### src/rtl/sync_dp_ram_be_if.sv
// Port bundle for sync_dp_ram_be: write port, read port, clear request and status.
// The master modport is the user side; the slave modport is the RAM itself.
interface sync_dp_ram_be_if #(
  parameter int DATA_W = 8,
  parameter int ADDR_W = 4
);
  logic                  clr_in;
  logic                  we_in;
  logic [ADDR_W-1:0]     wr_addr_in;
  logic [DATA_W/8-1:0]   wr_be_in;
  logic [DATA_W-1:0]     data_in;
  logic                  re_in;
  logic [ADDR_W-1:0]     rd_addr_in;
  logic [DATA_W-1:0]     data_out;
  logic                  rd_valid_out;
  logic                  busy_out;

  modport master (
    output clr_in, we_in, wr_addr_in, wr_be_in, data_in, re_in, rd_addr_in,
    input  data_out, rd_valid_out, busy_out
  );

  modport slave (
    input  clr_in, we_in, wr_addr_in, wr_be_in, data_in, re_in, rd_addr_in,
    output data_out, rd_valid_out, busy_out
  );
endinterface

### src/rtl/sync_dp_ram_be.sv
// Simple dual-port RAM, one clock: byte-enabled write port, read port with
// selectable same-address behaviour, optional output register and a clear
// sequencer that zeroes the array after reset or on request.
//
// state   | meaning
// --------+-------------------------------------------------------------
// ST_INIT | sweeping zeros through the array, one word per cycle; busy
// ST_RUN  | normal read/write service
module sync_dp_ram_be #(
  parameter int DATA_W  = 8,
  parameter int ADDR_W  = 4,
  parameter int RD_MODE = 0,
  parameter int OUT_REG = 0
) (
  input  logic             clk,
  input  logic             rst,
  sync_dp_ram_be_if.slave  bus
);
  localparam int NB    = DATA_W / 8;
  localparam int DEPTH = 1 << ADDR_W;

  typedef enum logic {ST_INIT, ST_RUN} state_t;

  state_t            state_q, state_d;
  logic [ADDR_W-1:0] clr_ptr_q, clr_ptr_d;
  logic              busy;
  logic              port_ok;
  logic              wr_en;
  logic              rd_acc;
  logic [DATA_W-1:0] rd_word;
  logic              rd_v1_q;
  logic [DATA_W-1:0] rd_d1_q;

  logic [DATA_W-1:0] mem [DEPTH];

  assign busy    = (state_q == ST_INIT);
  assign port_ok = (state_q == ST_RUN) && !bus.clr_in;
  assign wr_en   = port_ok && bus.we_in;
  assign rd_acc  = port_ok && bus.re_in;

  assign bus.busy_out = busy;

  // State and clear pointer registers.
  always_ff @(posedge clk or posedge rst) begin
    if (rst) begin
      state_q   <= ST_INIT;
      clr_ptr_q <= '0;
    end else begin
      state_q   <= state_d;
      clr_ptr_q <= clr_ptr_d;
    end
  end

  // Next state: sweep to the last word then run; a clear request restarts the sweep.
  always_comb begin
    state_d   = state_q;
    clr_ptr_d = clr_ptr_q;
    case (state_q)
      ST_INIT: begin
        if (bus.clr_in) begin
          clr_ptr_d = '0;
        end else begin
          clr_ptr_d = clr_ptr_q + 1'b1;
          if (clr_ptr_q == {ADDR_W{1'b1}}) state_d = ST_RUN;
        end
      end
      ST_RUN: begin
        if (bus.clr_in) begin
          state_d   = ST_INIT;
          clr_ptr_d = '0;
        end
      end
      default: begin
        state_d   = ST_INIT;
        clr_ptr_d = '0;
      end
    endcase
  end

  // Array write: the clear sweep owns the write port while busy, else byte-masked user write.
  always_ff @(posedge clk) begin
    if (busy) begin
      mem[clr_ptr_q] <= '0;
    end else if (wr_en) begin
      for (int k = 0; k < NB; k++) begin
        if (bus.wr_be_in[k]) mem[bus.wr_addr_in][8*k +: 8] <= bus.data_in[8*k +: 8];
      end
    end
  end

  // Read word: stored value, or with write-first the stored value merged with this cycle's write.
  always_comb begin
    rd_word = mem[bus.rd_addr_in];
    if (RD_MODE == 1 && wr_en && (bus.wr_addr_in == bus.rd_addr_in)) begin
      for (int k = 0; k < NB; k++) begin
        if (bus.wr_be_in[k]) rd_word[8*k +: 8] = bus.data_in[8*k +: 8];
      end
    end
  end

  // First read stage: captures accepted reads only, so it holds otherwise.
  always_ff @(posedge clk or posedge rst) begin
    if (rst) begin
      rd_v1_q <= 1'b0;
      rd_d1_q <= '0;
    end else begin
      rd_v1_q <= rd_acc;
      if (rd_acc) rd_d1_q <= rd_word;
    end
  end

  generate
    if (OUT_REG != 0) begin : g_out_reg
      logic              rd_v2_q;
      logic [DATA_W-1:0] rd_d2_q;

      // Output stage: a clear request arriving while a read is in stage one drops that read.
      always_ff @(posedge clk or posedge rst) begin
        if (rst) begin
          rd_v2_q <= 1'b0;
          rd_d2_q <= '0;
        end else begin
          rd_v2_q <= rd_v1_q && !bus.clr_in;
          if (rd_v1_q && !bus.clr_in) rd_d2_q <= rd_d1_q;
        end
      end

      assign bus.data_out     = rd_d2_q;
      assign bus.rd_valid_out = rd_v2_q;
    end else begin : g_no_out_reg
      assign bus.data_out     = rd_d1_q;
      assign bus.rd_valid_out = rd_v1_q;
    end
  endgenerate
endmodule

### src/flat_wrapper.sv
// flat-port wrapper written by rule: the top's interface ports become plain ports
module sync_dp_ram_be_flat 
#(
  parameter int DATA_W  = 8,
  parameter int ADDR_W  = 4,
  parameter int RD_MODE = 0,
  parameter int OUT_REG = 0
)
  (clk, rst, bus_clr_in, bus_we_in, bus_wr_addr_in, bus_wr_be_in, bus_data_in, bus_re_in, bus_rd_addr_in, bus_data_out, bus_rd_valid_out, bus_busy_out);
  sync_dp_ram_be_if #(.DATA_W(DATA_W), .ADDR_W(ADDR_W)) bus_i ();
  input  logic clk;
  input  logic rst;
  input wire logic [$bits(bus_i.clr_in)-1:0] bus_clr_in;
  input wire logic [$bits(bus_i.we_in)-1:0] bus_we_in;
  input wire logic [$bits(bus_i.wr_addr_in)-1:0] bus_wr_addr_in;
  input wire logic [$bits(bus_i.wr_be_in)-1:0] bus_wr_be_in;
  input wire logic [$bits(bus_i.data_in)-1:0] bus_data_in;
  input wire logic [$bits(bus_i.re_in)-1:0] bus_re_in;
  input wire logic [$bits(bus_i.rd_addr_in)-1:0] bus_rd_addr_in;
  output wire logic [$bits(bus_i.data_out)-1:0] bus_data_out;
  output wire logic [$bits(bus_i.rd_valid_out)-1:0] bus_rd_valid_out;
  output wire logic [$bits(bus_i.busy_out)-1:0] bus_busy_out;
  assign bus_i.clr_in = bus_clr_in;
  assign bus_i.we_in = bus_we_in;
  assign bus_i.wr_addr_in = bus_wr_addr_in;
  assign bus_i.wr_be_in = bus_wr_be_in;
  assign bus_i.data_in = bus_data_in;
  assign bus_i.re_in = bus_re_in;
  assign bus_i.rd_addr_in = bus_rd_addr_in;
  assign bus_data_out = bus_i.data_out;
  assign bus_rd_valid_out = bus_i.rd_valid_out;
  assign bus_busy_out = bus_i.busy_out;
  sync_dp_ram_be #(.DATA_W(DATA_W), .ADDR_W(ADDR_W), .RD_MODE(RD_MODE), .OUT_REG(OUT_REG)) u_core (.clk(clk), .rst(rst), .bus(bus_i));
endmodule
### config.mk
export PLATFORM = sky130hd
export DESIGN_NAME = sync_dp_ram_be_flat
export DESIGN_NICKNAME = d
export VERILOG_FILES = /design/src/rtl/sync_dp_ram_be_if.sv /design/src/rtl/sync_dp_ram_be.sv /design/src/flat_wrapper.sv
export SDC_FILE = /design/constraint.sdc
export NUM_CORES = 1
export LEC_CHECK = 0
export CORE_MARGIN = 2
export CORE_UTILIZATION = 45
export CTS_CLUSTER_DIAMETER = 50
export DETAILED_ROUTE_END_ITERATION = 6
export MAX_ROUTING_LAYER = met4
export SETUP_SLACK_MARGIN = 0.3
export SYNTH_ARGS = -nofsm -noshare
export SYNTH_HDL_FRONTEND = slang
export SYNTH_SLANG_ARGS = --single-unit
### constraint.sdc
create_clock -name clk -period 2.3 [get_ports clk]
set_input_delay 0.345 -clock clk [delete_from_list [all_inputs] [get_ports clk]]
set_output_delay 0.345 -clock clk [all_outputs]
set_load 0.01 [all_outputs]
* After elaboration in Yosys (flattened, before gate mapping) *
Memories as Yosys holds them, arrays and structs flattened. A register that Yosys moved wholly into a read port is not among the register bits.
Index checks and enable logic that the tools add are counted.

operators by class
  reductions and logical operators = 5
  equality and inequality tests = 2
  mux-type cells = 15
  add/subtract/negate cells = 1
  bitwise operators = 1

operator list
  kind                                                           count
  4-bit two-way mux                                              3
  1-bit two-way mux                                              9
  8-bit two-way mux                                              1
  4-bit case mux with 2 select lines                             1
  8-bit OR reduction                                             1
  4-bit by 1-bit adder with 4-bit output, second input constant  1
  4-bit equality test, second input constant                     1
  1-bit logical AND                                              3
  2-bit inequality test, second input constant                   1
  1-bit case mux with 2 select lines                             1
  1-bit logical NOT                                              1
  1-bit inverter                                                 1

word-level totals
  memories kept = 1
  RAM bits = 128
  register bits after elaboration = 6
  output and inout port bits = 10

memories
  memory      depth  width  rd ports  clocked after Yosys merged registers in  write ports  RTL line              RTL
  u_core.mem  16     8      1         1                                        1            sync_dp_ram_be.sv:34  logic [DATA_W-1:0] mem [DEPTH];

* Longest topological paths before layout *
  depth after elaboration = 8
  gate-level depth with buffers = 7
  gate-level depth less buffers = 4

* Worst setup path after synthesis *
No wires, ideal clock.

  path type = flip-flop to flip-flop
  from = register u_core.state_q
  to = memory u_core.mem[1][0], enable pin
  period minus slack after synthesis = 1.900 ns
  setup time = 0.370 ns
  cell stages (with the launch flop) = 7
  data arrival time = 1.530 ns
  path buffers = 3
  path slack = 0.400 ns
  path through = dfrtp_1 -> buf_2 -> and4b_1 -> buf_2 -> buf_2 -> a31oi_1 -> nor2_1

on the way
  longest elaborated chain between the ends = 7

RTL lines
  what                                                                            RTL line              RTL
  from (decl)                                                                     sync_dp_ram_be.sv:24  state_t state_q, state_d;
  from (signal assigned)                                                          sync_dp_ram_be.sv:49  state_q <= state_d;
  1-bit logical AND                                                               sync_dp_ram_be.sv:37  assign port_ok = (state_q == ST_RUN) && !bus.clr_in;
  1-bit logical AND                                                               sync_dp_ram_be.sv:38  assign wr_en = port_ok && bus.we_in;
  1-bit two-way mux                                                               sync_dp_ram_be.sv:84  end else if (wr_en) begin
  1-bit two-way mux                                                               sync_dp_ram_be.sv:82  if (busy) begin
  1-bit two-way mux (not written as such)                                         sync_dp_ram_be.sv:86  if (bus.wr_be_in[k]) mem[bus.wr_addr_in][8*k +: 8] <= bus.data_in[8*k +: 8];
  8-bit OR reduction (no source line)                                             n/a
  4-bit two-way mux (no source line) / 1-bit two-way mux (equally long branches)  n/a
  to (decl)                                                                       sync_dp_ram_be.sv:34

Parallel ways exist; a longest one is shown, timed or not.

* Worst setup path after layout *
  from = register u_core.state_q
  to = memory u_core.mem[1][5], enable pin

Same word-level chain as after synthesis.

==> impl_results.md <==
* Pre-antenna DRT Iters at 4
* Seq/Total Area, Yosys at 0.735
* Cell family with most CP delay: simple AND/OR/NAND/NOR gates
* Peak VDD IR at 466 uV
* Final instance area at 0.00695 mm^2
* # rows at 41
* Vias in the first global route at 2935
* RSZ-0062 raised after global routing: yes
* Critical Path Fanout Max at 10
* Cells after Synth at 299
* Drt first-iter violations at 211
* GRT Util Overall at 0.188
* Cell Area, Placed at 0.00636 mm^2
* Initial antenna violation count at 0
* ANT nets after route at 0
* Worst path max stage delay at 0.42 ns
* Num CTS Buffers at 17
* Pwr dens at 846 mW/mm^2
* Number of port buffers at 31
* Pin count of the biggest net entering global routing at 29
* Worst skew pair latency at 0.41 ns
* Clock tree buffer depth at 2
* Slew @ Worst Pin at 0.666 ns
* Post-Syn Area at 0.00571 mm^2
* CP most frequent cell: buf_4
* Total placed cells including tap cells at 515
* Final nets at 385
* Clock Pin Slew Worst Setup and Hold Paths at 0.05 ns
* GRT overflow at 0
* Post-CTS sizing at 0
* Ys Warns at 0
* Final wirelength at 11300 um
* DP Worst Slack at 0.0394 ns
* Final cell count without fillers at 547
* Post-CTS setup buffer count at 0
* Final setup TNS at 0 ns
* Final Critical Period at 1.88 ns
* Fraction of layout cells with a size suffix above 1 at 0.216
* CTS tree: yes
* Top Ports at 32
* Final Hold Viols at 0
* Slew Viols, Final at 0
* DPL Wire Length at 7690 um
* Placer's final routability congestion estimate at 0.849
* Setup violations, final at 0
* Post-synthesis register bit count at 142
* Die height at 117 um
* Max Cap Violations at 0
* Achievable frequency at 533 MHz
* Buf/Inv on CP at 2
* Critical Path RT at 2.46 ns
* Hold buffer count at cts at 0
* Drt wl/cell at 20.7 um
* Leakage at 0.00231 uW
* Crit. End Element: register
* Cell variety after synth at 35
* Worst reg2reg path depth at 6
* Die Wd at 117 um
* Area Overhead vs Synth at 21.8%
* DRC Markers at 0
* Vias post-DR at 2988
* Min Hold Slack at 0.317 ns
* Critical path arrival at 2.04 ns
* Crit start category: register
* Final period util at 0.816
* CTS Sinks at 142
* Syn avg cell area at 19.1 um^2
* Vias per std cell at 5.46
* Die area at 0.0136 mm^2
* Initial core utilization at 0.456
* Worst clock skew at 0.00428 ns
* Outcome: finished, final reports clean
* CP Class: register to register
* Core box area at 0.0125 mm^2
* Htree depth at 4
* Hold WC Path Type: primary input to async pin
* Root cell of the clock tree: clkbuf_16
* Max_slew headroom at 0.556
* Cells along the critical path: and4b_1, buf_4, nor3b_1, a31oi_1, nor2_1, buf_4
* Slowest CP cell: dfrtp_1
* Setup WS post-layout at 0.422 ns
* First-pass GRT wire length at 17200 um
* Antenna cells at 0
* Number of cells on the critical path at 6
* Post-synth net total at 322
## layout make-up
type	count	area, um^2
clock buffers	19	433
clock inverters	13	148
fillers	984	5570
inverters	7	26.3
multi-input cells	136	1390
flip-flops and latches	142	4190
well taps	172	215
repair buffers	58	548
## path summary, 6_finish.rpt
path | startpoint | end | slack [ns]
max in group asynchronous | rst | u_core.bus.data_out[6] | 1.57
min reg2reg | u_core.bus.data_out[2] | u_core.bus.data_out[2] | 0.51
min in group clk | u_core.bus.data_out[2] | u_core.bus.data_out[2] | 0.51
max | u_core.state_q | u_core.mem[1][5] | 0.42
min | rst | u_core.clr_ptr_q[0] | 0.32
max reg2reg | u_core.state_q | u_core.mem[1][5] | 0.42
## cells in the final DEF (no fill, tap or decap), types with 3 or more instances in the layout
master and count:
buf_4 24, nor2_1 23, nand3b_1 4, buf_12 3
dfrtp_1 14, and2_1 8, mux2i_1 14, a31oi_1 4
o21ai_1 3, edfxtp_1 128, clkinvlp_4 4, mux4_2 21
nand2b_1 6, clkinv_2 4, bufinv_16 3, a22oi_1 3
nand2_1 8, o211ai_1 9, mux2_2 3, clkbuf_16 17
inv_1 7, nand3_1 4, clkdlybuf4s50_1 29, mux4_1 8
## through the flow
step	util	total power (uW)
after floorplan	-	3120
after global placement	0.508	3260
after detailed placement	0.508	3270
after CTS	0.555	5910
after global routing	0.555	6050
final	0.555	5880
## logic make-up after synthesis
family	synth area share
flops	0.735
simple gates	0.0537
mux	0.150
compound gates	0.0316
buf+inv	0.0226
xor+xnor	0.00461
fa+ha+maj	0.00219
## sequential cells by signal, summed over array words and instances (netlist names)
register                 count
u_core.bus.data_out          8
u_core.bus.rd_valid_out      1
u_core.clr_ptr_q             4
u_core.mem                 128
u_core.state_q               1
## metal layers
| metal | share of wire | GRT usage | wire, um |
|---|---|---|---|
| met5 | 0 | - | 0 |
| met4 | 0.0085 | 0.0620 | 96 |
| met3 | 0.049 | 0.0462 | 553 |
| met2 | 0.48 | 0.279 | 5410 |
| met1 | 0.46 | 0.258 | 5260 |
## synth_stat cells
cell,n,area (um^2)
edfxtp_1,128,3840
nor2_1,24,90.1
mux4_2,21,473
dfrtp_1,14,350
mux2i_1,14,140
buf_2,9,45.0
o211ai_1,9,67.6
and2_1,8,50.1
mux4_1,8,210
nand2_1,8,30.0
inv_1,7,26.3
nand2b_1,6,37.5
a31oi_1,4,25.0
nand3_1,4,20.0
nand3b_1,4,30.0
a22oi_1,3,22.5
mux2_2,3,33.8
o21ai_1,3,15.0
a32oi_1,2,17.5
nor2b_1,2,12.5
nor3b_1,2,15.0
o32a_1,2,20.0
xnor2_1,2,17.5
a211oi_1,1,7.51
a21oi_1,1,5.00
and4b_1,1,10.0
buf_12,1,20.0
buf_4,1,7.51
buf_6,1,11.3
buf_8,1,15.0
clkbuf_1,1,3.75
ha_1,1,12.5
nand4_1,1,6.26
nor3_1,1,5.00
xor2_1,1,8.76
## power breakdown
part | total, uW | switching [uW] | internal (uW)
clock network | 2670 | 979 | 1690
logic | 327 | 155 | 172
registers | 2880 | 29.1 | 2850
(Power assumes the default switching activity.)
==> edit (same flow settings) <==
`ADDR_W` is set to 4 in 3 places; all go to 2.
--- a/src/rtl/sync_dp_ram_be_if.sv
+++ b/src/rtl/sync_dp_ram_be_if.sv
@@ -2,7 +2,7 @@
 // The master modport is the user side; the slave modport is the RAM itself.
 interface sync_dp_ram_be_if #(
   parameter int DATA_W = 8,
-  parameter int ADDR_W = 4
+  parameter int ADDR_W = 2
 );
   logic                  clr_in;
   logic                  we_in;
--- a/src/rtl/sync_dp_ram_be.sv
+++ b/src/rtl/sync_dp_ram_be.sv
@@ -8,7 +8,7 @@
 // ST_RUN  | normal read/write service
 module sync_dp_ram_be #(
   parameter int DATA_W  = 8,
-  parameter int ADDR_W  = 4,
+  parameter int ADDR_W  = 2,
   parameter int RD_MODE = 0,
   parameter int OUT_REG = 0
 ) (
--- a/src/flat_wrapper.sv
+++ b/src/flat_wrapper.sv
@@ -2,7 +2,7 @@
 module sync_dp_ram_be_flat 
 #(
   parameter int DATA_W  = 8,
-  parameter int ADDR_W  = 4,
+  parameter int ADDR_W  = 2,
   parameter int RD_MODE = 0,
   parameter int OUT_REG = 0
 )
Interface: changed (resized bus_rd_addr_in and bus_wr_addr_in); port bits go from 32 to 28. The function was not compared with the original's and may differ.
==> edit against the original RTL <==
- largest cell class unchanged
- total power down 63%
- wire length decreased by 76%
- sequential cell count down 98
- design area decreased by 68%
- clock power down 76%
- worst setup slack better by 0.021 ns
- sequential share of layout area down 4.0 points
- non-clock buffer count down 28
- synthesized area down 69%
- sequential power down 63%
==> edit: results (changes against the original RTL) <==
* Final Skew at 0.00511 ns (was 0.00428 ns)
* R2R depth at 2 (was 6)
* Area contributors post-synth: edfxtp_1 (54%), dfrtp_1 (17%), mux4_2 (10%) (was edfxtp_1 (67%), mux4_2 (8.3%), dfrtp_1 (6.1%))
* Vias in the first global route at 838 (was 2935)
* Worst skew pair latency at 0.29 ns (was 0.41 ns)
* Synth cell count leaders: edfxtp_1 (32), dfrtp_1 (12), and2_1 (8), mux2_4 (8), mux4_2 (8) (was edfxtp_1 (128), nor2_1 (24), mux4_2 (21), dfrtp_1 (14), mux2i_1 (14))
* VDD IR max at 0.554 mV (was 0.466 mV)
* Clock buffer count from CTS at 5 (was 17)
* Final layout net count at 144 (was 385)
* Largest register FFs at 32 (was 128)
* Initial drt markers at 50 (was 211)
* Syn Nets at 112 (was 322)
* FFs w/ async S/R, synth at 0.273 (was 0.0986)
* Netlist cell types at 19 (was 35)
* Share of post-route cells with drive strength above 1 at 0.206 (was 0.216)
* FILL cells at 274 (was 984)
* WL per Instance at 15.5 um (was 20.7 um)
* Cell chosen for the clock root: clkbuf_8 (was clkbuf_16)
* Number of flops mapped to enable cells by yosys at 32 (was 128)
* CP Max Fanout at 12 (was 10)
* H-tree depth at 2 (was 4)
* Placed Cells at 166 (was 515)
* Worst Tran Pin Value at 0.518 ns (was 0.666 ns)
* I/O Buffers at 27 (was 31)
* Data arrival time of the worst path at 1.80 ns (was 2.04 ns)
* Routed wire length at 2.70 mm (was 11.3 mm)
* Hold WS at 0.349 ns (was 0.317 ns)
* Static leakage at 0.840 nW (was 2.31 nW)
* Crit path to: u_core.mem[2][1] (was u_core.mem[1][5])
* Largest net degree at the start of global routing at 15 (was 29)
* CTS clk-pin slew, worst paths at 0.08 ns (was 0.05 ns)
* First-pass GRT wire length at 4.62 mm (was 17.2 mm)
* Avg Cell Area, Syn at 19.1 um^2 (about the same)
* Dpl hpwl at 2.04 mm (was 7.69 mm)
* Register area share after synthesis at 0.710 (was 0.735)
* Outcome: completed (unchanged)
[edit: worst min-delay path by stage]
stage | end | depth (start not counted)
finish | u_core.bus.data_out[5] | 2
global placement | u_core.bus.data_out[0] | 1
CTS | u_core.bus.data_out[4] | 2
floorplan | u_core.bus.data_out[0] | 1
global route | u_core.bus.data_out[2] | 2
detailed placement | u_core.bus.data_out[7] | 1
[edit: kinds of logic after synthesis]
kind of cell,Yosys count,share of synthesized area
simple gates,17,0.0571
flops,44,0.710
buf+inv,10,0.0282
compound gates,4,0.0226
fa+ha+maj,1,0.00705
mux,17,0.175
[edit: power breakdown]
group          switching (mW)  internal [mW]  total, mW
clock network           0.242          0.390      0.631
registers              0.0649           1.01       1.07
logic                   0.158          0.310      0.469
[edit: layer usage]
metal	vias up	track usage	part of all wire
met4	0	0.0612	0.022
li1	416	-	-
met1	413	0.224	0.50
met5	-	-	0
met2	23	0.203	0.43
met3	6	0.0557	0.048
[edit: worst max-delay path, cell delays in order]
cell and delay, ns:
clkdlybuf4s50_1 0.47, and4b_1 0.50, a32o_1 0.48
[edit: stage by stage]
step	utilization	area [um^2]	worst slack, ns
after floorplan	-	1780	0.703
after global placement	0.568	2110	0.157
after detailed placement	0.568	2110	0.0852
after CTS	0.602	2240	0.385
after global routing	0.602	2240	0.325
final	0.602	2240	0.444
[edit: layout make-up]
cell class,instances,share of cell area
Timing Repair Buffer,30,0.136
Sequential cell,44,0.564
Inverter,5,0.00839
Tap cell,48,0.0268
Clock buffer,7,0.0436
Clock inverter,1,0.0134
Multi-Input combinational cell,39,0.207
